File: config.mk
export PLATFORM = sky130hd
export DESIGN_NAME = data_sram_bridge_flat
export DESIGN_NICKNAME = d
export VERILOG_FILES = /design/src/rtl/data_sram_bridge_if.sv /design/src/rtl/data_sram_bridge.sv /design/src/flat_wrapper.sv
export SDC_FILE = /design/constraint.sdc
export NUM_CORES = 1
export LEC_CHECK = 0
export BUFFER_PORTS_ARGS = -buffer_cell sky130_fd_sc_hd__buf_2
export CAP_MARGIN = 20
export CORE_ASPECT_RATIO = 1.5
export CORE_MARGIN = 5
export CORE_UTILIZATION = 26
export DETAILED_ROUTE_END_ITERATION = 12
export HOLD_SLACK_MARGIN = 0.12
export PLACE_DENSITY_LB_ADDON = 0.08
export SYNTH_ARGS = -nofsm -noshare
export SYNTH_HDL_FRONTEND = slang
export SYNTH_SLANG_ARGS = --single-unit
File: constraint.sdc
create_clock -name clk -period 1.99 [get_ports clk]
set_input_delay 0.398 -clock clk [delete_from_list [all_inputs] [get_ports clk]]
set_output_delay 0.398 -clock clk [all_outputs]
set_load 0.02 [all_outputs]
File: src/rtl/data_sram_bridge_if.sv
// SRAM-like data bus between the ME-stage bridge and the data memory.
// The master issues req/addr/wdata; the slave answers with addr_ok, data_ok and rdata.
interface data_sram_bridge_if;
  logic        data_req;
  logic        data_wr;
  logic [1:0]  data_size;
  logic [31:0] data_addr;
  logic [3:0]  data_wstrb;
  logic [31:0] data_wdata;
  logic        data_addr_ok;
  logic        data_data_ok;
  logic [31:0] data_rdata;

  modport master (
    output data_req, data_wr, data_size, data_addr, data_wstrb, data_wdata,
    input  data_addr_ok, data_data_ok, data_rdata
  );

  modport slave (
    input  data_req, data_wr, data_size, data_addr, data_wstrb, data_wdata,
    output data_addr_ok, data_data_ok, data_rdata
  );
endinterface

File: src/rtl/data_sram_bridge.sv
// ME-stage to SRAM-like bus bridge: one outstanding access, pipeline stalled until it completes,
// byte strobes and lane-replicated store data, optional timeout abort with a bus_err pulse.
module data_sram_bridge #(
  parameter int WAIT_LIMIT = 256
) (
  input  logic               clk,
  input  logic               rst,
  input  logic               mem_en,
  input  logic               mem_wr,
  input  logic [1:0]         mem_size,
  input  logic [31:0]        mem_addr,
  input  logic [31:0]        mem_wdata,
  output logic [31:0]        mem_rdata,
  output logic               mem_stall,
  output logic               addr_err,
  output logic               bus_err,
  data_sram_bridge_if.master bus
);

  typedef enum logic [1:0] {IDLE, REQ, WAIT, DONE} state_t;

  // The counter only ever needs to reach WAIT_LIMIT-1.
  localparam int CNT_W = (WAIT_LIMIT > 2) ? $clog2(WAIT_LIMIT) : 1;
  localparam logic [CNT_W-1:0] CNT_LAST = CNT_W'(WAIT_LIMIT - 1);

  state_t             state;
  logic [CNT_W-1:0]   count;
  logic               req_q;
  logic               wr_q;
  logic [1:0]         size_q;
  logic [31:0]        addr_q;
  logic [3:0]         wstrb_q;
  logic [31:0]        wdata_q;

  logic               aligned;
  logic               issue;
  logic               timeout_hit;
  logic [3:0]         strb;
  logic [31:0]        wdata_rep;
  logic [31:0]        addr_out;

  // NOTE: every always_comb output gets a default first, so no path leaves it unassigned and no latch is inferred.
  always_comb begin
    aligned   = 1'b1;
    strb      = 4'b1111;
    wdata_rep = mem_wdata;
    case (mem_size)
      2'd0: begin
        strb      = 4'b0001 << mem_addr[1:0];
        wdata_rep = {4{mem_wdata[7:0]}};
      end
      2'd1: begin
        aligned   = ~mem_addr[0];
        strb      = mem_addr[1] ? 4'b1100 : 4'b0011;
        wdata_rep = {2{mem_wdata[15:0]}};
      end
      default: aligned = (mem_addr[1:0] == 2'b00);
    endcase
  end

  // Word (and reserved size 3) accesses present a word-aligned address.
  assign addr_out    = mem_size[1] ? {mem_addr[31:2], 2'b00} : mem_addr;
  assign issue       = mem_en & aligned;
  assign addr_err    = mem_en & ~aligned;
  assign mem_stall   = (state == REQ) | (state == WAIT) | ((state == IDLE) & issue);
  assign timeout_hit = (WAIT_LIMIT != 0) && (count == CNT_LAST);

  // NOTE: sequential state uses non-blocking assignments so every register samples pre-edge values.
  always_ff @(posedge clk or negedge rst) begin
    if (!rst) begin
      state     <= IDLE;
      count     <= '0;
      req_q     <= 1'b0;
      wr_q      <= 1'b0;
      size_q    <= 2'd0;
      addr_q    <= '0;
      wstrb_q   <= 4'd0;
      wdata_q   <= '0;
      mem_rdata <= '0;
      bus_err   <= 1'b0;
    end else begin
      bus_err <= 1'b0;
      case (state)
        IDLE: begin
          count <= '0;
          if (issue) begin
            req_q   <= 1'b1;
            wr_q    <= mem_wr;
            size_q  <= mem_size;
            addr_q  <= addr_out;
            wstrb_q <= mem_wr ? strb : 4'b0000;
            wdata_q <= wdata_rep;
            state   <= REQ;
          end
        end
        REQ: begin
          count <= count + CNT_W'(1);
          // Completion wins over a timeout landing on the same cycle.
          if (bus.data_addr_ok && bus.data_data_ok) begin
            req_q <= 1'b0;
            if (!wr_q) mem_rdata <= bus.data_rdata;
            state <= DONE;
          end else if (timeout_hit) begin
            req_q   <= 1'b0;
            bus_err <= 1'b1;
            state   <= DONE;
          end else if (bus.data_addr_ok) begin
            req_q <= 1'b0;
            state <= WAIT;
          end
        end
        WAIT: begin
          count <= count + CNT_W'(1);
          if (bus.data_data_ok) begin
            if (!wr_q) mem_rdata <= bus.data_rdata;
            state <= DONE;
          end else if (timeout_hit) begin
            bus_err <= 1'b1;
            state   <= DONE;
          end
        end
        DONE: begin
          count <= '0;
          state <= IDLE;
        end
        default: state <= IDLE;
      endcase
    end
  end

  assign bus.data_req   = req_q;
  assign bus.data_wr    = wr_q;
  assign bus.data_size  = size_q;
  assign bus.data_addr  = addr_q;
  assign bus.data_wstrb = wstrb_q;
  assign bus.data_wdata = wdata_q;

endmodule

File: src/flat_wrapper.sv
// flat-port wrapper written by rule: the top's interface ports become plain ports
module data_sram_bridge_flat 
#(
  parameter int WAIT_LIMIT = 256
)
  (clk, rst, mem_en, mem_wr, mem_size, mem_addr, mem_wdata, mem_rdata, mem_stall, addr_err, bus_err, bus_data_req, bus_data_wr, bus_data_size, bus_data_addr, bus_data_wstrb, bus_data_wdata, bus_data_addr_ok, bus_data_data_ok, bus_data_rdata);
  data_sram_bridge_if bus_i ();
  input  logic clk;
  input  logic rst;
  input  logic mem_en;
  input  logic mem_wr;
  input  logic [1:0] mem_size;
  input  logic [31:0] mem_addr;
  input  logic [31:0] mem_wdata;
  output logic [31:0] mem_rdata;
  output logic mem_stall;
  output logic addr_err;
  output logic bus_err;
  output wire logic [$bits(bus_i.data_req)-1:0] bus_data_req;
  output wire logic [$bits(bus_i.data_wr)-1:0] bus_data_wr;
  output wire logic [$bits(bus_i.data_size)-1:0] bus_data_size;
  output wire logic [$bits(bus_i.data_addr)-1:0] bus_data_addr;
  output wire logic [$bits(bus_i.data_wstrb)-1:0] bus_data_wstrb;
  output wire logic [$bits(bus_i.data_wdata)-1:0] bus_data_wdata;
  input wire logic [$bits(bus_i.data_addr_ok)-1:0] bus_data_addr_ok;
  input wire logic [$bits(bus_i.data_data_ok)-1:0] bus_data_data_ok;
  input wire logic [$bits(bus_i.data_rdata)-1:0] bus_data_rdata;
  assign bus_data_req = bus_i.data_req;
  assign bus_data_wr = bus_i.data_wr;
  assign bus_data_size = bus_i.data_size;
  assign bus_data_addr = bus_i.data_addr;
  assign bus_data_wstrb = bus_i.data_wstrb;
  assign bus_data_wdata = bus_i.data_wdata;
  assign bus_i.data_addr_ok = bus_data_addr_ok;
  assign bus_i.data_data_ok = bus_data_data_ok;
  assign bus_i.data_rdata = bus_data_rdata;
  data_sram_bridge #(.WAIT_LIMIT(WAIT_LIMIT)) u_core (.clk(clk), .rst(rst), .mem_en(mem_en), .mem_wr(mem_wr), .mem_size(mem_size), .mem_addr(mem_addr), .mem_wdata(mem_wdata), .mem_rdata(mem_rdata), .mem_stall(mem_stall), .addr_err(addr_err), .bus_err(bus_err), .bus(bus_i));
endmodule
Word level (Yosys, flattened, before mapping) --
Index checks and enable logic that the tools add are counted. Widths: inputs -> output; s select.
Word-level totals: register bits after elaboration 115, bits of input ports 104, output and inout bits 107, logic and storage cells 68
Cells by class: $add $sub $neg 1, equal/unequal tests 10, shifts and indexed selects 1, mux-type cells 27, bitwise logic cells 7, reductions and logical operators 12
Operator list (number):
- $pmux 32 s2 | 2
- $mux 32 | 3
- $pmux 8 s2 | 1
- $mux 2 | 7
- $reduce_and 3->1 | 3
- $add 8x1->8 const B | 1
- $eq 8x8->1 const B | 1
- $mux 4 | 2
- $pmux 2 s4 | 1
- $pmux 4 s2 | 1
- $mux 1 | 7
- $logic_not 2->1 | 3
- $pmux 1 s2 | 3
- $eq 2x1->1 const B | 2
- $eq 2x2->1 const B | 2
- $ne 2x2->1 const B | 2
- $ne 4x3->1 const B | 1
- $reduce_bool 2->1 | 2
- $reduce_or 2->1 | 2
- $shl 1x2->4 const A | 1
- $and 1x1->1 | 3
- $ne 3x2->1 const B | 1
- $ne 2x1->1 const B | 1
- $not 1->1 | 2
- 3 further kinds | 4

Logic depth before layout (Yosys ltp) --
Gate-level depths: netlist of the first run.
depth after elaboration 5, mapped depth 8, depth with buffers taken out 6

Worst setup path before layout of the first run --
OpenSTA, ideal clock, no wires.
path type reg2reg, start point reg u_core.state[1], end point reg u_core.mem_rdata[10], library setup time 0.125 ns, arrival 1.739 ns, data required time 1.865 ns, setup slack 0.126 ns, stages on the path, launching flop included 9, path buffers 2, clock period less this slack 1.864 ns, cells stage by stage dfrtp_1 -> inv_1 -> ha_1 -> nor2_1 -> a21oi_2 -> or3b_1 -> buf_6 -> buf_12 -> mux2_4
Between the ends: cells in the longest elaborated chain, start to end 3
RTL lines:
- from (decl) | RTL line data_sram_bridge.sv:26 | state_t state;
- from (signal assigned) | RTL line data_sram_bridge.sv:71 | state <= IDLE;
- from (signal assigned) | RTL line data_sram_bridge.sv:93 | state <= REQ;
- from (signal assigned) | RTL line data_sram_bridge.sv:102 | state <= DONE;
- $eq 2x1->1 or $eq 2x2->1 (tied branches) | RTL line data_sram_bridge.sv:83 | case (state)
- $ne 2x2->1 (no line) or $reduce_bool 2->1 (tied branches)
- $reduce_and 3->1 (no line)
- to (signal assigned) | RTL line data_sram_bridge.sv:101 | if (!wr_q) mem_rdata <= bus.data_rdata;
- to (signal assigned) | RTL line data_sram_bridge.sv:115 | if (!wr_q) mem_rdata <= bus.data_rdata;
- to (decl) | RTL line data_sram_bridge.sv:13 | output logic [31:0] mem_rdata,
Several ways; a longest one is shown, not always the timed one. A chain may end at the register's enable or synchronous reset.

Worst setup path in the final report of the first run --
start point reg u_core.state[0], end point out mem_stall
Between the ends: cells in the longest elaborated chain, start to end 3
RTL lines:
- $eq 2x1->1 (tied with other cells) | RTL line data_sram_bridge.sv:65 | assign mem_stall = (state == REQ) | (state == WAIT) | ((state == IDLE) & issue);
- $or 1x1->1 or $and 1x1->1 (tied branches) | RTL line data_sram_bridge.sv:65
- $or 1x1->1 (*) | RTL line data_sram_bridge.sv:65
- to (decl) | RTL line flat_wrapper.sv:16 | output logic mem_stall;
Mark *: on every way between the ends. The rest lies on a longest branch, timed or not.

==> results.ini, run 1 <==
[outcome]
run_status = complete, no violations

[layout]
postLayoutCoreUtil = 0.370
nets = 711
area_growth_pct = 41.0
drive_gt1_frac = 0.550
nFillCells = 1978

[setup_path]
worst_setup_path_end_kind = output port
cp_max_fo = 11
reg2reg_depth = 7
path_delay_family = flip-flops
cp.arrival_ps = 1570
cp_data_required_time_ps = 1590
critPathKind = reg -> out
cpPeakStageDelay_ps = 410
crit_buf_inv = 3
start_kind = flip-flop
crit_chain = inv_2 -> ha_4 -> buf_6 -> nand2b_1 -> buf_2
cp_num_cells = 5
slowest_stage = dfrtp_1

[detailed_routing]
drtPass1Iterations = 4
drc = 0
routed_wl_um = 14200
wl_per_cell_um = 16.2
viasPerCell = 4.23
drt_iter0_markers = 137
num_vias = 3699
ant_nets = 0

[placed_design]
pre_cts_ws_ps = -15.9
gp_congestion = 0.754
io_buffers = 210
dp_hpwl_um = 10400

[synthesis]
ys_seq_area_frac = 0.577
ys_types = 36
synth_top_area_frac = 0.577
synth_cells = 378
synthArstFlopShare = 1.00
ys.flop_type = dfrtp_1
yosysTopAreaCell = dfrtp_1
ys_ff_latch = 115
postSynthAreaPerCell_um2 = 13.2
synth_edf_count = 0
yosysWarnings = 0
synth_fp_nets = 486
synth_area_mm2 = 0.00498
synth_commonest_cells = dfrtp_1, mux2_2, nand2_1, o21ai_0, mux2_4
synth.area.top_cells = dfrtp_1, mux2_2, mux2_4
synth_most_common_cell = dfrtp_1

[global_routing]
grt_pass1_vias = 4064
gr-usage-all-layers = 0.132
met2_usage = 0.226
globalRouteMet3Util = 0.0456
grt_max_degree = 98
grt-ovfl-total = 0
gr-max-usage-layer = met2
antenna_found_initial = 2
grt_pass1_wl_um = 22200
met1_usage = 0.147

[floorplan]
fp-row-count = 62
dieHeight_um = 180
core_mm2 = 0.0190
pin_count = 211
die_w_um = 123
dieArea_mm2 = 0.0221
start_util = 0.262

[sta]
rsz0062_at_grt = yes
relSlewSlack = 0.700
max_freq_mhz = 508
tightestPinTransition_ps = 450
layout_setup_ws_ps = 20.1
finalCriticalPeriod_ps = 1970
setup_violations = 0
finalHoldViolCount = 0
slew_violations = 0
finalCritPeriodShare = 0.990
fin_hold_ws_ps = 214
clock_skew_ps = 8.62

[power]
power_uw = 12600
p_switching_uw = 4730
power.density_mw_per_mm2 = 1800
p_seq_frac = 0.317
ir_worst_vdd_v = 0.000586
p_leak_uw = 0.00358
swShare = 0.374
p_clk_frac = 0.240
p_comb_frac = 0.443
p_int_uw = 7920

[min_path]
hold_class = in -> reg
hold_path_depth = 2

[clocking]
clk_pin_slew_ps = 60
cts_inserted_buffers = 17
cts_root_buffer = clkbuf_16
cts_tree = done
htree_levels = 4
cts.sinks = 115
clk-insertion-delay-late_ps = 410
clk_path_buf_depth = 2

[run]
drv_cap = 0

state kept, by name, indices dropped and copies added, names as in the netlist:
register               cells
u_core.bus.data_size       2
u_core.bus.data_wstrb      4
u_core.bus_err             1
u_core.bus.data_req        1
u_core.bus.data_wr         1
u_core.count               8
u_core.bus.data_addr      32
u_core.state               2
u_core.bus.data_wdata     32
u_core.mem_rdata          32
worst register-to-register path: cells and delay by family (launching register included):
kind | cells | cell delay (ps)
buffers and inverters | 2 | 340
and+or+nand+nor | 2 | 530
muxes | 1 | 310
AOI/OAI and AO/OA | 1 | 50
adders and majority gates | 1 | 190
DFF | 1 | 400
placed cells by master (no fill, tap or decap), types with 2 or more instances in the layout:
master | synthesis | final
buf_2 | 8 | 209
dfrtp_1 | 115 | 115
mux2_2 | 43 | 43
nand2_1 | 35 | 35
o21ai_0 | 35 | 35
mux2_4 | 30 | 30
mux2i_1 | 24 | 24
clkbuf_16 | 0 | 17
nor2_1 | 12 | 12
a21oi_1 | 12 | 12
and2_1 | 10 | 10
buf_4 | 0 | 10
xnor2_1 | 5 | 5
buf_12 | 3 | 5
clkinvlp_4 | 0 | 4
nand3_1 | 3 | 3
nand2b_1 | 3 | 3
inv_1 | 5 | 3
ha_1 | 4 | 3
clkinv_4 | 0 | 3
inv_6 | 0 | 3
diode_2 | 0 | 2
inv_2 | 0 | 2
and3_1 | 2 | 2
nor2b_1 | 2 | 2
nand4_1 | 2 | 2
bufinv_16 | 0 | 2
clkinv_2 | 0 | 2
kinds of logic (layout without fill, tap and decap cells):
group / after synthesis / count (layout) / synth area share
multiplexers: 97 / 97 / 0.236
XOR/XNOR: 6 / 6 / 0.0105
adder cells (fa/ha/maj): 4 / 4 / 0.0100
AO/OA/AOI/OAI: 55 / 55 / 0.0592
AND/OR/NAND/NOR: 75 / 75 / 0.0713
other: 0 / 2 / 0
flip-flops: 115 / 115 / 0.577
buffers and inverters: 26 / 264 / 0.0359
final timing paths:
path / slack (ps) / endpoint / start
max: 20 / mem_stall / u_core.state[0]
min: 210 / u_core.bus.data_addr[10] / mem_addr[10]
max reg2reg: 50 / u_core.mem_rdata[18] / u_core.state[1]
min reg2reg: 470 / u_core.bus.data_wdata[11] / u_core.bus.data_wdata[11]
max in group asynchronous: 860 / u_core.bus.data_wdata[24] / rst
min in group asynchronous: 480 / u_core.mem_rdata[7] / rst
power groups by stage:
| stage | logic [uW] | clock network [uW] | registers, uW |
|---|---|---|---|
| final | 5600 | 3030 | 4010 |
| after global placement | 5360 | 0 | 4030 |
| after detailed placement | 5430 | 0 | 4060 |
| after global routing | 6020 | 3240 | 4150 |
| after floorplan | 2490 | 0 | 5320 |
| after CTS | 5680 | 3140 | 4030 |
final cells by class:
class                      count  area [um2]  area share
clock buffer                  18         439      0.0625
inverter                       5        18.8     0.00267
timing repair buffer         227        1270       0.181
tap                          256         320      0.0456
multi-input combinational    237        1940       0.277
antenna                        2        5.00    0.000712
sequential                   115        2880       0.410
clock inverter                14         153      0.0217
layer usage:
| layer | wire length, um | vias to the layer above |
|---|---|---|
| met4 | 264 | 2 |
| met1 | 5410 | 1770 |
| met3 | 1070 | 24 |
| met5 | 18 | - |
| met2 | 7440 | 134 |
| li1 | - | 1769 |
through the flow:
step	TNS, ps	std cells	instance area, um2
2_1_floorplan	0	378	4980
3_3_place_gp	0	834	6340
3_5_place_dp	-278	834	6340
4_1_cts	0	871	7010
5_1_grt	-48.9	873	7020
6_report	0	874	7030
timing repair:
| item | 4_1_cts | 5_1_grt |
|---|---|---|
| gates resized for setup | 6 | 0 |
| gates cloned | 1 | 0 |
| endpoints found under the hold margin | 28 | 0 |
| pin swaps | 2 | 0 |
| setup buffers | 3 | 1 |
| hold buffers | 1 | 0 |
| setup endpoints to repair | 32 | 5 |
Note: power is estimated with default switching activity, not from simulation.
==> run 2, diff against run 1 <==
--- a/config.mk
+++ b/config.mk
@@ -13,6 +13,7 @@
 export DETAILED_ROUTE_END_ITERATION = 12
 export HOLD_SLACK_MARGIN = 0.12
 export PLACE_DENSITY_LB_ADDON = 0.08
+export SKIP_CTS_REPAIR_TIMING = 1
 export SYNTH_ARGS = -nofsm -noshare
 export SYNTH_HDL_FRONTEND = slang
 export SYNTH_SLANG_ARGS = --single-unit
==> constraint.sdc (replaced) <==
create_clock -name clk -period 1.7 [get_ports clk]
set_input_delay 0.34 -clock clk [delete_from_list [all_inputs] [get_ports clk]]
set_output_delay 0.34 -clock clk [all_outputs]
set_load 0.02 [all_outputs]
==> run 2 against run 1 <==
Against the previous run:
- the flow now finishes with violations (setup timing)
- sequential share of layout area down 1.5 points
- combinational power grew 24%
- count of clock-buffer cells in the layout unchanged
- largest cell class unchanged
- largest power group unchanged
- routed wire length rose by 5.9%
- first-iteration DRC count fell by 49%
- critical path depth up 2
==> results.ini, run 2 (synthesis gave the netlist of run 1 again) <==
[min_path]
worstHoldEndpoint = u_core.mem_rdata[1]
hold_path_depth = 2
hold_start = bus_data_rdata[1]
hold_class = in -> reg

[setup_path]
rr_startpoint = u_core.state[1]
critPathKind = reg -> reg
r2r-end = u_core.mem_rdata[15]
rrSetupSlack_ps = -240
reg2reg_depth = 7
cp_data_required_time_ps = 1990
cp_max_fo = 8
start_kind = flip-flop
slowest_stage = or3b_4
worst_setup_path_end_kind = flip-flop
cpPeakStageDelay_ps = 450
cp.arrival_ps = 2230
crit_chain = inv_2 -> ha_2 -> nor2_2 -> a21oi_2 -> or3b_4 -> clkbuf_16 -> mux2_4

[placed_design]
io_buffers = 210
gp_congestion = 0.723
dpl.cell_count = 846
placed_area_mm2 = 0.00642
dp_hpwl_um = 10300
pre_cts_ws_ps = -279

[clocking]
clk_path_buf_depth = 2
cts_inserted_buffers = 17
cts_root_buffer = clkbuf_16
htree_levels = 4
cts_tree = done
clk_pin_slew_ps = 60
clk-insertion-delay-late_ps = 410
cts.sinks = 115

[layout]
stdcell_area_mm2 = 0.00730
postLayoutCoreUtil = 0.384
final_cell_mix = buf_2, dfrtp_1, mux2_2
final_common_cell = buf_2
area_growth_pct = 46.4
diodes = 0
drive_gt1_frac = 0.572
stdcell_count = 892
nets = 731

[floorplan]
dieHeight_um = 180
core_mm2 = 0.0190
dieArea_mm2 = 0.0221
fp-row-count = 62
start_util = 0.262
die_w_um = 123
pin_count = 211

[detailed_routing]
routed_wl_um = 15000
drt_iter0_markers = 70
viasPerCell = 4.25
ant_nets = 0
num_vias = 3793
drtPass1Iterations = 4
drc = 0
wl_per_cell_um = 16.9

[outcome]
violations = setup timing
run_status = finished, violations left

[sta]
tightestPinTransition_ps = 526
finalCriticalPeriod_ps = 1940
finalHoldViolCount = 0
clock_skew_ps = 10.8
setup_violations = 33
relSlewSlack = 0.649
finalCritPeriodShare = 1.14
rsz0062_at_grt = yes
layout_setup_ws_ps = -240
max_freq_mhz = 516
slew_violations = 0

[power]
power.density_mw_per_mm2 = 2100
ir_worst_vdd_v = 0.000796
p_leak_uw = 0.00374

[global_routing]
grt_max_degree = 102
grt_pass1_vias = 4127
gr-usage-all-layers = 0.129
grt-ovfl-total = 0
grt_pass1_wl_um = 22000
antenna_found_initial = 2

[run]
drv_cap = 0

-- run 2: changes by cell type in the layout (fill, tap and decap cells not counted), moves of 2 or more --
cell        before  now
buf_8            0    2
buf_4           10   23
buf_6            1    4
ha_1             3    1
clkbuf_16       17   22
diode_2          2    0
ha_2             0    2
clkinvlp_4       4    2
-- run 2: power by group --
part	leakage (uW)	switching (uW)	internal, uW
Clock	0.000297	1340	2360
Sequential	0.00140	664	4040
Combinational	0.00203	3650	3300
-- run 2: area by class of cell --
cell class	instances	area [um2]
fillers	1915	11700
repair buffers	247	1500
clock buffers	18	439
flip-flops and latches	115	2880
multi-input cells	237	1960
inverters	5	18.8
well taps	256	320
clock inverters	14	176
-- run 2: worst max path at each step --
| stage | cells after the start | to | slack, ps | startpoint |
|---|---|---|---|---|
| finish | 7 | u_core.mem_rdata[15] | -240 | u_core.state[1] |
| global route | 7 | u_core.mem_rdata[15] | -300 | u_core.state[0] |
| CTS | 5 | mem_stall | -380 | u_core.state[0] |
| detailed placement | 7 | u_core.mem_rdata[10] | -280 | u_core.state[0] |
| global placement | 7 | u_core.mem_rdata[22] | -230 | u_core.state[0] |
| floorplan | 8 | u_core.mem_rdata[10] | -130 | u_core.state[0] |
-- run 2: routing by layer --
layer,wire length (um),global-route usage,vias up
li1,-,-,1801
met1,5470,0.134,1840
met2,8010,0.220,123
met3,1230,0.0579,25
met4,315,0.0545,4
met5,21,0,-
-- run 2: critical path, delay by kind of cell, from the launching register on --
kind	cells	cell delay, ps
AOI/OAI and AO/OA	1	60
muxes	1	290
adders and majority gates	1	200
buffers and inverters	2	290
and+or+nand+nor	2	600
DFF	1	390
-- run 2: metrics by stage --
stage | TNS, ps | hold WS [ps] | power (uW)
floorplan | -3830 | 44.4 | 9160
global placement | -11940 | 404 | 11100
detailed placement | -14780 | 404 | 11300
CTS | -15260 | -50.3 | 15000
global route | -9370 | 135 | 16300
finish | -7150 | 157 | 15400
